**src/rtl/multitrack_looper.sv**
```systemverilog
// multitrack_looper: N-track loop recorder/mixer.
// Each sample_tick starts one frame. In track order, the frame reads every
// playing track (and the record track when overdubbing) from external RAM and
// writes the record track. It then mixes all playing tracks with the live
// sample and advances the loop position.
// Ports:
//   clk, rst_n                       clock, async active-low reset
//   sample_tick                      1-cycle frame start strobe
//   live_in                          signed live sample
//   rec_en/rec_track/overdub         record control (snapshotted per frame)
//   play_mask                        per-track playback enable (snapshotted)
//   loop_len                         loop length, 0 = 2**LEN_W
//   clear_pos                        restart loop at position 0
//   mem_req/we/addr/wdata/ack/rdata  req/ack RAM handshake
//   mix_out/mix_valid                saturated mix and its update pulse
//   pos/busy/overrun                 loop position, frame active, sticky tick overrun
module multitrack_looper #(
  parameter int unsigned NUM_TRACKS = 4,
  parameter int unsigned SAMPLE_W   = 16,
  parameter int unsigned LEN_W      = 18,
  parameter int unsigned ADDR_W     = 23,
  localparam int unsigned TRK_W     = (NUM_TRACKS > 1) ? $clog2(NUM_TRACKS) : 1
) (
  input  logic                  clk,
  input  logic                  rst_n,
  input  logic                  sample_tick,
  input  logic [SAMPLE_W-1:0]   live_in,
  input  logic                  rec_en,
  input  logic [TRK_W-1:0]      rec_track,
  input  logic                  overdub,
  input  logic [NUM_TRACKS-1:0] play_mask,
  input  logic [LEN_W-1:0]      loop_len,
  input  logic                  clear_pos,
  output logic                  mem_req,
  output logic                  mem_we,
  output logic [ADDR_W-1:0]     mem_addr,
  output logic [SAMPLE_W-1:0]   mem_wdata,
  input  logic                  mem_ack,
  input  logic [SAMPLE_W-1:0]   mem_rdata,
  output logic [SAMPLE_W-1:0]   mix_out,
  output logic                  mix_valid,
  output logic [LEN_W-1:0]      pos,
  output logic                  busy,
  output logic                  overrun
);

  // The accumulator holds live plus NUM_TRACKS samples without overflow.
  localparam int unsigned ACC_W = SAMPLE_W + TRK_W + 1;
  localparam logic signed [ACC_W-1:0] SAT_HI =
    ACC_W'($signed({1'b0, {(SAMPLE_W-1){1'b1}}}));
  localparam logic signed [ACC_W-1:0] SAT_LO =
    ACC_W'($signed({1'b1, {(SAMPLE_W-1){1'b0}}}));

  if (ADDR_W < TRK_W + LEN_W) begin : g_addr_w_chk
    $error("multitrack_looper: ADDR_W must be >= TRK_W + LEN_W");
  end

  typedef enum logic [2:0] {S_IDLE, S_RD, S_WR, S_NEXT, S_DONE} state_t;

  // Clamp a wide signed value to the signed sample range.
  function automatic logic [SAMPLE_W-1:0] sat_acc(input logic signed [ACC_W-1:0] a);
    if (a > SAT_HI)      return SAT_HI[SAMPLE_W-1:0];
    else if (a < SAT_LO) return SAT_LO[SAMPLE_W-1:0];
    else                 return a[SAMPLE_W-1:0];
  endfunction

  // First state for track t: read if it plays or is overdubbed, else write if recorded, else skip.
  function automatic state_t entry_state(input logic [NUM_TRACKS-1:0] mask,
                                         input logic                  re,
                                         input logic [TRK_W-1:0]      rt,
                                         input logic                  od,
                                         input logic [TRK_W-1:0]      t);
    logic is_rec;
    is_rec = re & (rt == t);
    if (mask[t] | (is_rec & od)) return S_RD;
    else if (is_rec)             return S_WR;
    else                         return S_NEXT;
  endfunction

  state_t                   r_state, w_state_nxt;
  logic [TRK_W-1:0]         r_trk, w_trk_nxt;
  logic signed [ACC_W-1:0]  r_acc, w_acc_nxt;
  logic [SAMPLE_W-1:0]      r_old, w_old_nxt;
  logic [SAMPLE_W-1:0]      r_live, w_live_nxt;
  logic                     r_rec_en, w_rec_en_nxt;
  logic [TRK_W-1:0]         r_rec_trk, w_rec_trk_nxt;
  logic                     r_overdub, w_overdub_nxt;
  logic [NUM_TRACKS-1:0]    r_mask, w_mask_nxt;
  logic                     r_clr_pend, w_clr_pend_nxt;
  logic [LEN_W-1:0]         r_pos, w_pos_nxt;
  logic                     r_mem_req, w_mem_req_nxt;
  logic                     r_mem_we, w_mem_we_nxt;
  logic [ADDR_W-1:0]        r_mem_addr, w_mem_addr_nxt;
  logic [SAMPLE_W-1:0]      r_mem_wdata, w_mem_wdata_nxt;
  logic [SAMPLE_W-1:0]      r_mix_out, w_mix_out_nxt;
  logic                     r_mix_valid, w_mix_valid_nxt;
  logic                     r_busy, w_busy_nxt;
  logic                     r_overrun, w_overrun_nxt;

  logic [TRK_W-1:0]         w_trk_inc;
  logic [ADDR_W-1:0]        w_addr;
  logic signed [ACC_W-1:0]  w_rd_ext;
  logic signed [ACC_W-1:0]  w_od_sum;
  logic [LEN_W:0]           w_pos_inc;
  logic [LEN_W:0]           w_eff_len;
  logic                     w_is_rec;

  assign w_trk_inc = r_trk + TRK_W'(1);
  assign w_addr    = ADDR_W'({r_trk, r_pos});
  assign w_rd_ext  = ACC_W'($signed(mem_rdata));
  assign w_od_sum  = ACC_W'($signed(r_old)) + ACC_W'($signed(r_live));
  assign w_pos_inc = {1'b0, r_pos} + (LEN_W+1)'(1);
  assign w_eff_len = (loop_len == '0) ? {1'b1, {LEN_W{1'b0}}} : {1'b0, loop_len};
  assign w_is_rec  = r_rec_en & (r_rec_trk == r_trk);

  // State register.
  always_ff @(posedge clk or negedge rst_n) begin
    if (!rst_n) r_state <= S_IDLE;
    else        r_state <= w_state_nxt;
  end

  // Datapath and output registers.
  always_ff @(posedge clk or negedge rst_n) begin
    if (!rst_n) begin
      r_trk       <= '0;
      r_acc       <= '0;
      r_old       <= '0;
      r_live      <= '0;
      r_rec_en    <= 1'b0;
      r_rec_trk   <= '0;
      r_overdub   <= 1'b0;
      r_mask      <= '0;
      r_clr_pend  <= 1'b0;
      r_pos       <= '0;
      r_mem_req   <= 1'b0;
      r_mem_we    <= 1'b0;
      r_mem_addr  <= '0;
      r_mem_wdata <= '0;
      r_mix_out   <= '0;
      r_mix_valid <= 1'b0;
      r_busy      <= 1'b0;
      r_overrun   <= 1'b0;
    end else begin
      r_trk       <= w_trk_nxt;
      r_acc       <= w_acc_nxt;
      r_old       <= w_old_nxt;
      r_live      <= w_live_nxt;
      r_rec_en    <= w_rec_en_nxt;
      r_rec_trk   <= w_rec_trk_nxt;
      r_overdub   <= w_overdub_nxt;
      r_mask      <= w_mask_nxt;
      r_clr_pend  <= w_clr_pend_nxt;
      r_pos       <= w_pos_nxt;
      r_mem_req   <= w_mem_req_nxt;
      r_mem_we    <= w_mem_we_nxt;
      r_mem_addr  <= w_mem_addr_nxt;
      r_mem_wdata <= w_mem_wdata_nxt;
      r_mix_out   <= w_mix_out_nxt;
      r_mix_valid <= w_mix_valid_nxt;
      r_busy      <= w_busy_nxt;
      r_overrun   <= w_overrun_nxt;
    end
  end

  // Next-state and next-output logic.
  always_comb begin
    w_state_nxt     = r_state;
    w_trk_nxt       = r_trk;
    w_acc_nxt       = r_acc;
    w_old_nxt       = r_old;
    w_live_nxt      = r_live;
    w_rec_en_nxt    = r_rec_en;
    w_rec_trk_nxt   = r_rec_trk;
    w_overdub_nxt   = r_overdub;
    w_mask_nxt      = r_mask;
    w_pos_nxt       = r_pos;
    w_mem_req_nxt   = r_mem_req;
    w_mem_we_nxt    = r_mem_we;
    w_mem_addr_nxt  = r_mem_addr;
    w_mem_wdata_nxt = r_mem_wdata;
    w_mix_out_nxt   = r_mix_out;
    w_mix_valid_nxt = 1'b0;
    w_busy_nxt      = r_busy;
    // Any tick outside IDLE (DONE included) is dropped and flagged.
    w_overrun_nxt   = r_overrun | (sample_tick & (r_state != S_IDLE));
    w_clr_pend_nxt  = r_clr_pend | (clear_pos & (r_state != S_IDLE));

    case (r_state)
      S_IDLE: begin
        if (clear_pos) w_pos_nxt = '0;
        if (sample_tick) begin
          w_live_nxt     = live_in;
          w_rec_en_nxt   = rec_en;
          w_rec_trk_nxt  = rec_track;
          w_overdub_nxt  = overdub;
          w_mask_nxt     = play_mask;
          w_acc_nxt      = ACC_W'($signed(live_in));
          w_trk_nxt      = '0;
          w_clr_pend_nxt = 1'b0;
          w_busy_nxt     = 1'b1;
          w_state_nxt    = entry_state(play_mask, rec_en, rec_track, overdub, TRK_W'(0));
        end
      end
      S_RD: begin
        // req is always low on entry, which guarantees the idle gap between transfers.
        if (!r_mem_req) begin
          w_mem_req_nxt  = 1'b1;
          w_mem_we_nxt   = 1'b0;
          w_mem_addr_nxt = w_addr;
        end else if (mem_ack) begin
          w_mem_req_nxt = 1'b0;
          w_old_nxt     = mem_rdata;
          if (r_mask[r_trk]) w_acc_nxt = r_acc + w_rd_ext;
          w_state_nxt   = w_is_rec ? S_WR : S_NEXT;
        end
      end
      S_WR: begin
        if (!r_mem_req) begin
          w_mem_req_nxt   = 1'b1;
          w_mem_we_nxt    = 1'b1;
          w_mem_addr_nxt  = w_addr;
          w_mem_wdata_nxt = r_overdub ? sat_acc(w_od_sum) : r_live;
        end else if (mem_ack) begin
          w_mem_req_nxt = 1'b0;
          w_state_nxt   = S_NEXT;
        end
      end
      S_NEXT: begin
        if (r_trk == TRK_W'(NUM_TRACKS - 1)) begin
          w_state_nxt = S_DONE;
        end else begin
          w_trk_nxt   = w_trk_inc;
          w_state_nxt = entry_state(r_mask, r_rec_en, r_rec_trk, r_overdub, w_trk_inc);
        end
      end
      S_DONE: begin
        w_mix_out_nxt   = sat_acc(r_acc);
        w_mix_valid_nxt = 1'b1;
        // >= so a loop_len shrunk below pos still wraps.
        if (r_clr_pend | clear_pos)    w_pos_nxt = '0;
        else if (w_pos_inc >= w_eff_len) w_pos_nxt = '0;
        else                           w_pos_nxt = w_pos_inc[LEN_W-1:0];
        w_clr_pend_nxt  = 1'b0;
        w_busy_nxt      = 1'b0;
        w_state_nxt     = S_IDLE;
      end
      default: w_state_nxt = S_IDLE;
    endcase
  end

  assign mem_req   = r_mem_req;
  assign mem_we    = r_mem_we;
  assign mem_addr  = r_mem_addr;
  assign mem_wdata = r_mem_wdata;
  assign mix_out   = r_mix_out;
  assign mix_valid = r_mix_valid;
  assign pos       = r_pos;
  assign busy      = r_busy;
  assign overrun   = r_overrun;

endmodule

```
**config.mk**
```make
export PLATFORM = sky130hd
export DESIGN_NAME = multitrack_looper
export DESIGN_NICKNAME = d
export VERILOG_FILES = /design/src/rtl/multitrack_looper.sv
export SDC_FILE = /design/constraint.sdc
export NUM_CORES = 1
export LEC_CHECK = 0
export ABC_AREA = 1
export ABC_CLOCK_PERIOD_IN_PS = 5400
export CAP_MARGIN = 10
export CELL_PAD_IN_SITES_DETAIL_PLACEMENT = 0
export CELL_PAD_IN_SITES_GLOBAL_PLACEMENT = 2
export CORE_MARGIN = 2
export CORE_UTILIZATION = 33
export CTS_CLUSTER_DIAMETER = 120
export DETAILED_ROUTE_END_ITERATION = 16
export PLACE_DENSITY_LB_ADDON = 0.12
export SETUP_SLACK_MARGIN = 0.3
export SLEW_MARGIN = 30
export SYNTH_ARGS = -nofsm -noshare
export SYNTH_HDL_FRONTEND = slang
export SYNTH_SLANG_ARGS = --single-unit
```
**constraint.sdc**
```tcl
create_clock -name clk -period 5.4 [get_ports clk]
set_clock_uncertainty 0.15 [all_clocks]
set_input_delay 1.08 -clock clk [delete_from_list [all_inputs] [get_ports clk]]
set_output_delay 1.08 -clock clk [all_outputs]
set_load 0.01 [all_outputs]
```
==> results.yml <==
status:
  outcome: "completed"
clocking:
  htree_levels: 4
  cts-resized-gates: 0
  cts_tree: "yes"
  cts.sink_count: 140
  clock_latency_ns: 0.43
  cts_buffers: 17
  root_buffer: "clkbuf_16"
  clockBufferDepth: 2
  path_clk_slew_ns: 0.07
  cts_setup_buffers: 0
  hold_buffers: 0
worst_setup_path:
  timing.rr.end: "pos[16]"
  cp-end-kind: "flop"
  critPathMaxStageDelay_ns: 0.54
  arrival_ns: 3.78
  reg2reg_from: "pos[0]"
  startpoint: "pos[0]"
  endpoint: "pos[16]"
  startpoint_type: "flop"
  path_depth: 17
  cp_data_required_time_ns: 5.59
  cp_max_fo: 18
  crit_top_cell: "nor2_1"
  reg2reg_setup_slack_ns: 1.80
  critPathKind: "reg -> reg"
  path_buf_inv: 1
  rr_worst_depth: 17
  crit_slowest_cell: "dfrtp_1"
  cpLargestDelayFamily: "simple AND/OR/NAND/NOR gates"
  crit_path_cell_trace: "ha_1 -> nand2_1 -> nor2_1 -> nand3_1 -> nor3_1 -> nand3b_1 -> nor2_1 -> xor2_1 -> ha_1 -> a21oi_1 -> o21ai_0 -> a21oi_1 -> nand4_1 -> nor2_1 -> buf_4 -> nand2_1 -> o21ai_0"
sta:
  timing.fmax_mhz: 278
  drv_slew: 0
  worst_slew_pin_slew_ns: 0.928
  tns_ns: 0
  fin_crit_ns: 3.60
  setup_viol: 0
  relSlewSlack_pct: 38.0
  hold_viol: 0
  rsz0062_at_grt: "false"
  period_share_pct: 66.6
floorplanning:
  initial_utilization_pct: 33.6
  num_rows: 59
  boundaryPins: 141
  die_x_um: 167
  dieHeight_um: 167
  core_sq_um: 26000
  dieArea_sq_um: 27800
finish:
  drive_above_1_share_pct: 4.25
  mostFrequentLayoutCell: "nand2_1"
  layout_common_cells: "nand2_1, dfrtp_1, inv_1, clkdlybuf4s50_1, o21ai_0"
  area_delta_synth_final_pct: 26.8
  regArea_sq_um: 3500
  finish.utilization_pct: 42.6
  diodes: 0
  final_net_count: 1447
  n_fill_cell: 2768
  final_cells: 1675
  design_area_sq_um: 11100
  multiInputGateArea_sq_um: 4540
routing:
  vias_per_cell: 4.81
  first_pass_iters: 5
  dr.first_iter.drc_count: 478
  drc: 0
  via_count: 8056
  ant_nets: 0
  wl_per_cell_um: 16.1
  routed_wl_mm: 27.0
logic_synthesis:
  ys_seq_area_share_pct: 40.1
  synth_edf_count: 0
  synth_top_area_share_pct: 40.1
  yosys.area.top_type: "dfrtp_1"
  avgSynthCellArea_sq_um: 7.31
  synthTopCellsByArea: "dfrtp_1, nand2_1, ha_1, inv_1, o21ai_0"
  synth_cell_types: 40
  synthCells: 1194
  ys_ff_latch: 140
  ys_warn_count: 0
  async_reset_ff_share_pct: 100
  ys.flop_type: "dfrtp_1"
  syn_area_sq_um: 8730
grt:
  grt-ovfl-total: 0
  grt_max_degree: 55
  grt_first_pass_wirelength_mm: 44.0
  grt_pass1_vias: 7850
  grt_usage_pct: 19.8
  antenna_found_initial: 0
power_and_ir_drop:
  power_leakage_nw: 5.51
  p_per_area_nw_per_um2: 557
  ir_drop_uv: 221
  fin_total_pwr_w: 0.00616
placement:
  dp_hpwl_mm: 21.0
  dpl-instance-area_sq_um: 10400
  placedCellCount: 1643
  gp_congestion: 0.849
  port_buffers: 137
min_path:
  hold_class: "reg -> reg"
run:
  cap_viol_max_count: 0
[kinds of logic (layout without fill, tap and decap cells)]
| family | after synthesis | in the layout | share of synthesized area [%] |
|---|---|---|---|
| buffers and inverters | 175 | 319 | 7.94 |
| adders and majority gates | 57 | 57 | 8.34 |
| AOI/OAI and AO/OA | 210 | 210 | 12.7 |
| DFF | 140 | 140 | 40.1 |
| xor gates and xnor gates | 29 | 29 | 2.91 |
| other | 1 | 3 | 0.0430 |
| and+or+nand+nor | 577 | 577 | 27.2 |
| muxes | 5 | 5 | 0.645 |
[synthesized netlist by cell type (all sizes together), types with 2 or more instances]
cell    number
nor2       101
buf         10
mux2         5
or2          3
nand3       44
ha          55
o21bai       3
nor3        19
nand2      376
nand4       18
xnor2        7
o21a         2
xor2        22
a31oi        5
fa           2
a21oi       82
dfrtp      140
a22oi        2
o211ai       3
nor4         7
a21o         6
o21ai      104
nand3b       7
clkbuf      22
inv        142
[registers in the layout (all words and copies together), names as in the netlist, 2 cells and up]
| signal | flops |
|---|---|
| mem_wdata | 16 |
| mix_out | 16 |
| r_state | 3 |
| r_rec_trk | 2 |
| r_acc | 19 |
| mem_addr | 20 |
| r_mask | 4 |
| pos | 18 |
| r_old | 16 |
| r_live | 16 |
| r_trk | 2 |
[layout make-up]
class | count | area share [%]
sequential | 140 | 31.7
tap | 335 | 3.79
clock inverter | 15 | 1.92
multi-input combinational | 881 | 41.0
inverter | 143 | 4.87
clock buffer | 17 | 3.85
timing repair buffer | 144 | 12.9
[per-layer routing]
layer	vias up	GRT usage, %	share of wire [%]
li1	4137	-	-
met1	3730	29.8	53
met2	166	29.8	43
met3	23	3.04	3.6
met4	0	4.35	1.1
met5	-	0	0
[through the flow]
step / hold WS, ns / setup WS (ns)
floorplan: 0.298 / 2.19
global placement: 0.293 / 1.80
detailed placement: 0.293 / 1.73
CTS: 0.319 / 1.79
global route: 0.348 / 1.49
finish: 0.313 / 1.80
[how the worst min path moves through the flow]
| stage | startpoint | to | slack, ns | cells past startpoint |
|---|---|---|---|---|
| after floorplan | r_old[0] | r_old[0] | 0.30 | 2 |
| after global placement | overrun | overrun | 0.29 | 1 |
| after detailed placement | overrun | overrun | 0.29 | 1 |
| after CTS | overrun | overrun | 0.32 | 1 |
| after global routing | overrun | overrun | 0.35 | 1 |
| final | overrun | overrun | 0.31 | 1 |
[where the power goes]
part	switching (W)	total [W]	internal (W)
Combinational	0.00192	0.00313	0.00121
Clock	0.000517	0.00130	0.000783
Sequential	0.000308	0.00172	0.00142
Total	0.00275	0.00616	0.00341
(Power assumes the default switching activity.)
